===== src/rtl/gates_bist.sv =====
// rtl/gates_bist.sv - LFSR stimulus generator and response checker for inv/and2/nand2 gates
module gates_bist #(
    parameter int          WIDTH       = 64,
    parameter int          NUM_VECTORS = 256,
    parameter int          LATENCY     = 0,
    parameter logic [63:0] SEED1       = 64'h0123_4567_89AB_CDEF,
    parameter logic [63:0] SEED2       = 64'hFEDC_BA98_7654_3210
) (
    input  logic             clk,
    input  logic             rst_n,
    input  logic             start,
    input  logic             inj,
    output logic [WIDTH-1:0] in1,
    output logic [WIDTH-1:0] in2,
    input  logic [WIDTH-1:0] out_inv,
    input  logic [WIDTH-1:0] out_and2,
    input  logic [WIDTH-1:0] out_nand2,
    output logic             busy,
    output logic             done,
    output logic             pass,
    output logic [15:0]      err_count,
    output logic [15:0]      first_fail_idx
);

    typedef enum logic [1:0] {S_IDLE, S_RUN, S_DRAIN, S_DONE} state_t;

    // An all-zero seed would lock the LFSR, so it is forced to 1.
    localparam logic [63:0] SEED1_EFF  = (SEED1 == 64'd0) ? 64'd1 : SEED1;
    localparam logic [63:0] SEED2_EFF  = (SEED2 == 64'd0) ? 64'd1 : SEED2;
    localparam logic [15:0] LAST_IDX   = 16'(NUM_VECTORS - 1);
    localparam logic [2:0]  LAST_DRAIN = (LATENCY > 0) ? 3'(LATENCY - 1) : 3'd0;

    state_t      r_state;
    logic [63:0] r_lfsr1;
    logic [63:0] r_lfsr2;
    logic [15:0] r_idx;
    logic [2:0]  r_drain_cnt;
    logic [15:0] r_err_count;
    logic [15:0] r_first_fail;

    logic             w_run;
    logic [WIDTH-1:0] w_exp_inv;
    logic [WIDTH-1:0] w_exp_and;
    logic [WIDTH-1:0] w_exp_nand;
    logic             w_d_valid;
    logic [WIDTH-1:0] w_d_inv;
    logic [WIDTH-1:0] w_d_and;
    logic [WIDTH-1:0] w_d_nand;
    logic [15:0]      w_d_idx;
    logic             w_mismatch;

    function automatic logic [63:0] lfsr_next(input logic [63:0] q);
        return {q[62:0], q[63] ^ q[62] ^ q[60] ^ q[59]};
    endfunction

    assign w_run      = (r_state == S_RUN);
    assign in1        = w_run ? r_lfsr1[WIDTH-1:0] : '0;
    assign in2        = w_run ? r_lfsr2[WIDTH-1:0] : '0;
    assign w_exp_inv  = ~in1 ^ WIDTH'(inj & w_run);
    assign w_exp_and  = in1 & in2;
    assign w_exp_nand = ~(in1 & in2);

    // Expected values travel alongside the gate pipeline so the compare sees matching data.
    generate
        if (LATENCY == 0) begin : g_nodelay
            assign w_d_valid = w_run;
            assign w_d_inv   = w_exp_inv;
            assign w_d_and   = w_exp_and;
            assign w_d_nand  = w_exp_nand;
            assign w_d_idx   = r_idx;
        end else begin : g_delay
            logic [LATENCY-1:0]            r_pv;
            logic [LATENCY-1:0][WIDTH-1:0] r_pinv;
            logic [LATENCY-1:0][WIDTH-1:0] r_pand;
            logic [LATENCY-1:0][WIDTH-1:0] r_pnand;
            logic [LATENCY-1:0][15:0]      r_pidx;

            always_ff @(posedge clk) begin
                if (!rst_n) begin
                    r_pv <= '0;
                end else begin
                    for (int i = LATENCY - 1; i > 0; i--) begin
                        r_pv[i]    <= r_pv[i-1];
                        r_pinv[i]  <= r_pinv[i-1];
                        r_pand[i]  <= r_pand[i-1];
                        r_pnand[i] <= r_pnand[i-1];
                        r_pidx[i]  <= r_pidx[i-1];
                    end
                    r_pv[0]    <= w_run;
                    r_pinv[0]  <= w_exp_inv;
                    r_pand[0]  <= w_exp_and;
                    r_pnand[0] <= w_exp_nand;
                    r_pidx[0]  <= r_idx;
                end
            end

            assign w_d_valid = r_pv[LATENCY-1];
            assign w_d_inv   = r_pinv[LATENCY-1];
            assign w_d_and   = r_pand[LATENCY-1];
            assign w_d_nand  = r_pnand[LATENCY-1];
            assign w_d_idx   = r_pidx[LATENCY-1];
        end
    endgenerate

    assign w_mismatch = w_d_valid && ((out_inv != w_d_inv) || (out_and2 != w_d_and) ||
                                      (out_nand2 != w_d_nand));

    always_ff @(posedge clk) begin
        if (!rst_n) begin
            r_state      <= S_IDLE;
            r_lfsr1      <= SEED1_EFF;
            r_lfsr2      <= SEED2_EFF;
            r_idx        <= 16'd0;
            r_drain_cnt  <= 3'd0;
            r_err_count  <= 16'd0;
            r_first_fail <= 16'hFFFF;
        end else begin
            if (w_mismatch) begin
                if (r_err_count != 16'hFFFF) begin
                    r_err_count <= r_err_count + 16'd1;
                end
                if (r_err_count == 16'd0) begin
                    r_first_fail <= w_d_idx;
                end
            end
            // Placed after the compare so a start always wins the result clear.
            case (r_state)
                S_IDLE, S_DONE: begin
                    if (start) begin
                        r_state      <= S_RUN;
                        r_lfsr1      <= SEED1_EFF;
                        r_lfsr2      <= SEED2_EFF;
                        r_idx        <= 16'd0;
                        r_err_count  <= 16'd0;
                        r_first_fail <= 16'hFFFF;
                    end
                end
                S_RUN: begin
                    r_lfsr1     <= lfsr_next(r_lfsr1);
                    r_lfsr2     <= lfsr_next(r_lfsr2);
                    r_idx       <= r_idx + 16'd1;
                    r_drain_cnt <= 3'd0;
                    if (r_idx == LAST_IDX) begin
                        r_state <= (LATENCY == 0) ? S_DONE : S_DRAIN;
                    end
                end
                S_DRAIN: begin
                    if (r_drain_cnt == LAST_DRAIN) begin
                        r_state <= S_DONE;
                    end else begin
                        r_drain_cnt <= r_drain_cnt + 3'd1;
                    end
                end
                default: r_state <= S_IDLE;
            endcase
        end
    end

    assign busy           = (r_state == S_RUN) || (r_state == S_DRAIN);
    assign done           = (r_state == S_DONE);
    assign pass           = done && (r_err_count == 16'd0);
    assign err_count      = r_err_count;
    assign first_fail_idx = r_first_fail;

endmodule


===== config.mk =====
export PLATFORM = sky130hd
export DESIGN_NAME = gates_bist
export DESIGN_NICKNAME = d
export VERILOG_FILES = /design/src/rtl/gates_bist.sv
export SDC_FILE = /design/constraint.sdc
export NUM_CORES = 1
export LEC_CHECK = 0
export CAP_MARGIN = 10
export CORE_MARGIN = 10
export CORE_UTILIZATION = 43
export CTS_BUF_LIST = sky130_fd_sc_hd__clkbuf_4 sky130_fd_sc_hd__clkbuf_8 sky130_fd_sc_hd__clkbuf_16
export CTS_CLUSTER_SIZE = 16
export DETAILED_ROUTE_END_ITERATION = 16
export GPL_TIMING_DRIVEN = 1
export PLACE_DENSITY = 0.85
export SYNTH_ARGS = -nofsm -noshare
export SYNTH_HDL_FRONTEND = slang
export SYNTH_SLANG_ARGS = --single-unit

===== constraint.sdc =====
create_clock -name clk -period 2.95 [get_ports clk]
set_clock_uncertainty 0.15 [all_clocks]
set_input_delay 0.59 -clock clk [delete_from_list [all_inputs] [get_ports clk]]
set_output_delay 0.59 -clock clk [all_outputs]
set_load 0.01 [all_outputs]

==> results of run 1 <==
-- layout make-up --
type / count / area [um^2] / area share (%)
inverters: 45 / 169 / 0.929
diodes: 8 / 20.0 / 0.110
well taps: 335 / 419 / 2.31
repair buffers: 629 / 5890 / 32.4
clock inverters: 15 / 181 / 0.998
multi-input cells: 1123 / 7450 / 41.0
flip-flops and latches: 181 / 3630 / 19.9
clock buffers: 17 / 425 / 2.34
-- final timing paths --
kind | from | endpoint | slack (ns) | cells past startpoint
max | r_state[1] | first_fail_idx[0] | -0.61 | 17
min | r_lfsr2[26] | r_lfsr2[26] | 0.37 | 2
max reg2reg | r_state[1] | first_fail_idx[0] | -0.61 | 17
min reg2reg | r_lfsr2[26] | r_lfsr2[26] | 0.37 | 2
-- registers in the layout (all words and copies together) (netlist names) --
signal and cells:
err_count 16, first_fail_idx 16, r_drain_cnt 3, r_idx 16, r_lfsr1 64, r_lfsr2 64
r_state 2
-- power breakdown --
part	switching (W)	internal (W)	total [W]	leakage, nW
clock network	0.00122	0.00116	0.00238	0.297
logic	0.00245	0.00219	0.00464	5.93
registers	0.000328	0.00273	0.00306	1.47
-- cell usage after synthesis, drive strengths merged, types with 5 or more instances --
| cell | n | area, um^2 |
|---|---|---|
| o2111ai | 7 | 61.3 |
| o21ai | 61 | 305 |
| and3 | 23 | 144 |
| a21oi | 19 | 98.9 |
| buf | 30 | 201 |
| nor2 | 68 | 255 |
| a22oi | 79 | 593 |
| a2111oi | 8 | 71.3 |
| xor2 | 51 | 447 |
| o211ai | 5 | 37.5 |
| nor2b | 69 | 432 |
| nand3 | 117 | 618 |
| nand4 | 28 | 175 |
| or4 | 5 | 37.5 |
| a32oi | 7 | 61.3 |
| nand2b | 34 | 213 |
| ha | 8 | 100 |
| nor4bb | 17 | 170 |
| nor4 | 16 | 106 |
| a31oi | 33 | 206 |
| o22ai | 50 | 313 |
| inv | 45 | 169 |
| xnor2 | 40 | 350 |
| nor3 | 8 | 40.0 |
| clkbuf | 68 | 256 |
| nand2 | 145 | 544 |
| mux2i | 45 | 450 |
| nor3b | 9 | 67.6 |
| dfxtp | 181 | 3620 |
| and2 | 124 | 777 |
-- routing by layer --
layer / global-route usage, % / wire length, um / vias to the layer above
met5: 0 / 46 / -
met4: 22.1 / 4570 / 6
met3: 11.6 / 7800 / 324
met2: 53.9 / 26700 / 1243
met1: 38.9 / 20900 / 6763
li1: - / - / 6296
-- logic make-up after synthesis --
| group | Yosys count |
|---|---|
| multiplexers | 48 |
| buffers and inverters | 143 |
| adder cells (fa/ha/maj) | 8 |
| AO/OA/AOI/OAI | 290 |
| XOR/XNOR | 91 |
| AND/OR/NAND/NOR | 686 |
| flip-flops | 181 |
-- worst register-to-register path: stages (launching register included) --
cell and delay (ns):
dfxtp_2 0.33, inv_2 0.06, ha_4 0.26, buf_12 0.15
buf_12 0.11, buf_8 0.14, buf_6 0.13, nand3_2 0.08
mux2i_1 0.22, nand4_1 0.23, nor4_2 0.33, nand4_1 0.25
nor4_4 0.24, buf_4 0.16, and2_4 0.13, or3_4 0.17
buf_12 0.15, mux2i_1 0.21
-- placed cells by master (no fill, tap or decap), types with 18 or more instances in the layout --
master	count
clkdlybuf4s50_1	270
buf_4	249
dfxtp_1	179
nand2_1	144
and2_1	121
nand3_1	103
a22oi_1	78
nor2b_1	69
nor2_1	64
dlygate4sd2_1	54
o21ai_0	52
xor2_1	50
o22ai_1	48
inv_1	43
mux2i_1	42
xnor2_1	40
nand2b_1	34
a31oi_1	32
nand4_1	28
dlymetal6s2s_1	21
a21oi_1	18
-- stage by stage --
stage | instance area, um^2 | cells | utilization, % | hold slack, ns | TNS, ns
after floorplan | 11400 | 1447 | - | 0.315 | -0.0489
after global routing | 18200 | 2350 | 69.9 | 0.385 | -18.89
after CTS | 18100 | 2345 | 69.5 | 0.363 | -10.92
after global placement | 16900 | 2294 | 65.2 | 0.331 | -26.51
after detailed placement | 16900 | 2294 | 65.2 | 0.342 | -27.98
final | 18200 | 2353 | 70.0 | 0.366 | -16.74
-- what timing repair did --
action | 4_1_cts | 5_1_grt
pin swaps | 18 | 9
endpoints found under the setup margin | 58 | 73
gates cloned | 6 | 0
resized for setup | 141 | 43
setup buffers | 14 | 1
==> impl_metrics.env, run 1 <==
export IMPL_critPathMaxStageDelay_ns=0.33
export IMPL_ant_nets=0
export IMPL_gp_congestion=1.03
export IMPL_start_kind="flop"
export IMPL_synth_fa_ha_area_share_pct=0.883
export IMPL_track_usage_pct=34.2
export IMPL_cellPowerDensity_nw_per_um2=555
export IMPL_vias=14600
export IMPL_seq_area_frac_synth_pct=32.0
export IMPL_initial_utilization_pct=43.6
export IMPL_min_period_over_period_pct=121
export IMPL_nets=2201
export IMPL_overflow=0
export IMPL_synth_warnings=0
export IMPL_syn_to_final_growth_pct=60.3
export IMPL_die_x_um=182
export IMPL_drt_pass1_iterations=8
export IMPL_cts_tree="built"
export IMPL_synthXorXnorAreaFrac_pct=7.03
export IMPL_syn_area_um2=11300
export IMPL_rsz0062_at_grt="yes"
export IMPL_clock_path_buffers=2
export IMPL_async_reset_ff_share_pct=0
export IMPL_fillers=1935
export IMPL_syn_inst=1447
export IMPL_synth_simple_area_share_pct=33.3
export IMPL_post_place_ws_ns=-0.952
export IMPL_ys_ff_latch=181
export IMPL_syn_nets=1651
export IMPL_finalMaxSlewViolations=0
export IMPL_p_leak_nw=7.70
export IMPL_grt_pass1_wl_um=87900
export IMPL_hold_class="reg2reg"
export IMPL_failed_checks="setup timing"
export IMPL_cts_num_sinks=181
export IMPL_ios=359
export IMPL_avgSynthCellArea_um2=7.84
export IMPL_ys_dominant_reg_cell="dfxtp_1"
export IMPL_drtIter0Drc=2354
export IMPL_worstPathArrival_ns=3.78
export IMPL_synth_compound_area_share_pct=17.0
export IMPL_h_tree_depth=4
export IMPL_die_area_um2=33300
export IMPL_tightest_slew_ns=0.766
export IMPL_first_global_vias=14300
export IMPL_wl_um=60000
export IMPL_cts_hold_buf=0
export IMPL_layout_drive_gt1_share_pct=18.8
export IMPL_ys_types=65
export IMPL_vdd_ir_drop_max_mv=0.496
export IMPL_synth_mux_area_share_pct=4.27
export IMPL_cpMaxStageDelayCell="dfxtp_2"
export IMPL_period_minus_slack_ns=3.56
export IMPL_endpoint_kind="flop"
export IMPL_antenna_found_initial=10
export IMPL_setup_slack_ns=-0.610
export IMPL_root_buffer="clkbuf_16"
export IMPL_setup_viol=32
export IMPL_drcViolationCount=0
export IMPL_synth_top_family_by_area="simple AND/OR/NAND/NOR gates"
export IMPL_cts_buffers=17
export IMPL_crit_top_cell="buf_12"
export IMPL_clock_latency_ns=0.45
export IMPL_synth_edff_count=0
export IMPL_wire_per_inst_um=25.5
export IMPL_hold_violations=0
export IMPL_core_area_um2=26000
export IMPL_clk_pin_slew_ns=0.08
export IMPL_grt_max_degree=70
export IMPL_cap_viol_max_count=0
export IMPL_critPathKind="reg2reg"
export IMPL_numPortBuffers=358
export IMPL_cp_num_buf_inv=7
export IMPL_crit_required_ns=3.17
export IMPL_die_h_um=182
export IMPL_crit_chain="inv_2 -> ha_4 -> buf_12 -> buf_12 -> buf_8 -> buf_6 -> nand3_2 -> mux2i_1 -> nand4_1 -> nor4_2 -> nand4_1 -> nor4_4 -> buf_4 -> and2_4 -> or3_4 -> buf_12 -> mux2i_1"
export IMPL_num_rows=59
export IMPL_crit_family="simple AND/OR/NAND/NOR gates"
export IMPL_relSlewSlack_pct=48.7
export IMPL_dpl_hpwl_um=44700
export IMPL_p_total_w=0.0101
export IMPL_path_max_fanout=9
export IMPL_max_freq_ghz=0.281
export IMPL_run_status="finished, violations left"
export IMPL_vias_per_cell=6.22
No activity file was read; power rests on OpenSTA's default activity.
==> run 2: changes to the inputs <==
CORE_UTILIZATION = 59   (was 43)
CTS_BUF_LIST = default   (was sky130_fd_sc_hd__clkbuf_4 sky130_fd_sc_hd__clkbuf_8 sky130_fd_sc_hd__clkbuf_16)
DONT_BUFFER_PORTS = 1   (was default)
==> impl_metrics.env, run 2 (synthesis results as in run 1) <==
export IMPL_h_tree_depth=4
export IMPL_numPortBuffers=0
export IMPL_crit_chain="inv_2 -> ha_4 -> buf_8 -> buf_12 -> buf_16 -> buf_6 -> buf_6 -> o21ai_1 -> nand3_1 -> a22o_1 -> or4_4 -> nor4_4 -> and2_4 -> or3_4 -> buf_12 -> mux2i_2"
export IMPL_clock_path_buffers=2
export IMPL_grt_max_degree=120
export IMPL_vias=13000
export IMPL_p_total_w=0.00906
export IMPL_setup_viol=32
export IMPL_track_usage_pct=42.4
export IMPL_root_buffer="clkbuf_16"
export IMPL_wl_um=56200
export IMPL_hold_class="in2reg"
export IMPL_cts_hold_buf=0
export IMPL_die_x_um=159
export IMPL_num_rows=50
export IMPL_switching_power_w=0.00374
export IMPL_vias_per_cell=6.92
export IMPL_setup_slack_ns=-0.507
export IMPL_cp_num_buf_inv=7
export IMPL_cellPowerDensity_nw_per_um2=640
export IMPL_drt_pass1_iterations=6
export IMPL_ios=359
export IMPL_finalMaxSlewViolations=0
export IMPL_vdd_ir_drop_max_mv=0.439
export IMPL_failed_checks="setup timing"
export IMPL_cts_buffers=17
export IMPL_drtIter0Drc=2136
export IMPL_antenna_found_initial=1
export IMPL_critPathKind="reg2reg"
export IMPL_crit_cells=16
export IMPL_max_freq_ghz=0.289
export IMPL_crit_required_ns=3.17
export IMPL_rsz0062_at_grt="yes"
export IMPL_die_h_um=159
export IMPL_path_max_fanout=8
export IMPL_critPathMaxStageDelay_ns=0.44
export IMPL_grt_pass1_wl_um=79300
export IMPL_reg2reg_depth=16
export IMPL_tightest_slew_ns=0.562
export IMPL_gp_congestion=1.07
export IMPL_grt_use_met2_pct=67.7
export IMPL_top_usage_layer="met2"
export IMPL_initial_utilization_pct=60.2
export IMPL_core_area_um2=18800
export IMPL_run_status="finished, violations left"
export IMPL_p_clk_share_pct=26.3
export IMPL_min_period_over_period_pct=117
export IMPL_p_comb_share_pct=39.0
export IMPL_r2r_start="r_state[1]"
export IMPL_endpoint_kind="flop"
export IMPL_reg2reg_setup_slack_ns=-0.51
export IMPL_relSlewSlack_pct=62.4
export IMPL_crit_family="simple AND/OR/NAND/NOR gates"
export IMPL_hold_ws_ns=0.0844
export IMPL_cts_tree="built"
export IMPL_p_int_w=0.00531
export IMPL_final_common_cell="buf_4"
export IMPL_p_seq_share_pct=34.7
export IMPL_met1_usage_pct=49.2
export IMPL_cts_num_sinks=181
export IMPL_wire_per_inst_um=30.0
export IMPL_start_kind="flop"
export IMPL_grtUsageMet3_pct=14.9
export IMPL_final_cell_mix="buf_4 (205), dfxtp_1 (179), nand2_1 (144), and2_1 (119), nand3_1 (103)"
export IMPL_syn_to_final_growth_pct=24.8
export IMPL_cap_viol_max_count=0
export IMPL_endpoint="first_fail_idx[4]"
export IMPL_r2r_end="first_fail_idx[4]"
export IMPL_overflow=0
export IMPL_layout_drive_gt1_share_pct=20.4
export IMPL_clock_latency_ns=0.45
export IMPL_crit_start="r_state[1]"
export IMPL_clk_pin_slew_ns=0.08
export IMPL_hold_violations=0
export IMPL_cpMaxStageDelayCell="or4_4"
export IMPL_hold_start="rst_n"
export IMPL_ant_nets=0
export IMPL_top_regs="r_lfsr1 x64, r_lfsr2 x64"
export IMPL_fin_util_pct=75.1
export IMPL_die_area_um2=25200
export IMPL_period_minus_slack_ns=3.46
export IMPL_drcViolationCount=0
export IMPL_first_global_vias=12300
export IMPL_nets=1802
export IMPL_switching_share_pct=41.3
export IMPL_worstPathArrival_ns=3.67
export IMPL_dpl_hpwl_um=43000
export IMPL_p_leak_nw=5.57
==> run 2: worst min-delay path by stage <==
stage / endpoint / slack (ns) / depth (start not counted)
global route: r_lfsr2[62] / 0.06 / 1
global placement: r_idx[7] / 0.33 / 2
finish: r_lfsr1[53] / 0.08 / 1
floorplan: r_lfsr2[30] / 0.31 / 2
detailed placement: r_lfsr2[9] / 0.35 / 2
CTS: r_lfsr2[62] / 0.07 / 1
==> run 2: metrics by stage <==
stage	instances	cell area, um^2	worst slack, ns	TNS (ns)
floorplan	1447	11400	-0.00489	-0.0489
global placement	1820	13000	-0.697	-20.32
detailed placement	1820	13000	-0.806	-23.14
CTS	1864	13900	-0.418	-11.20
global route	1872	14100	-0.528	-15.62
finish	1872	14100	-0.507	-14.12
==> run 2: area by class of cell <==
class / instances / area (um^2)
timing repair buffer: 230 / 1960
inverter: 45 / 169
clock buffer: 18 / 439
antenna: 1 / 2.50
sequential: 181 / 3630
multi-input combinational: 1123 / 7450
clock inverter: 14 / 180
tap: 260 / 325
fill: 1327 / 4680
==> run 2: timing repair <==
item / in CTS / in global routing
gates cloned: 3 / 1
gates resized for setup: 51 / 41
setup endpoints to repair: 32 / 32
buffers inserted: 9 / 9
pin swaps: 18 / 28
==> run 2: metal layers <==
layer	routed length, um	part of all wire, %	vias to the layer above
met5	0	0	-
met4	3340	5.9	0
met3	8610	15	224
met2	25400	45	1182
met1	18800	34	6068
li1	-	-	5487
==> run 2: power by group through the flow <==
| stage | combinational, W | sequential, W | clock, W |
|---|---|---|---|
| CTS | 0.00333 | 0.00311 | 0.00236 |
| global placement | 0.00308 | 0.00315 | 0 |
| global route | 0.00371 | 0.00315 | 0.00246 |
| finish | 0.00353 | 0.00314 | 0.00238 |
| floorplan | 0.00191 | 0.00304 | 0 |
| detailed placement | 0.00315 | 0.00315 | 0 |
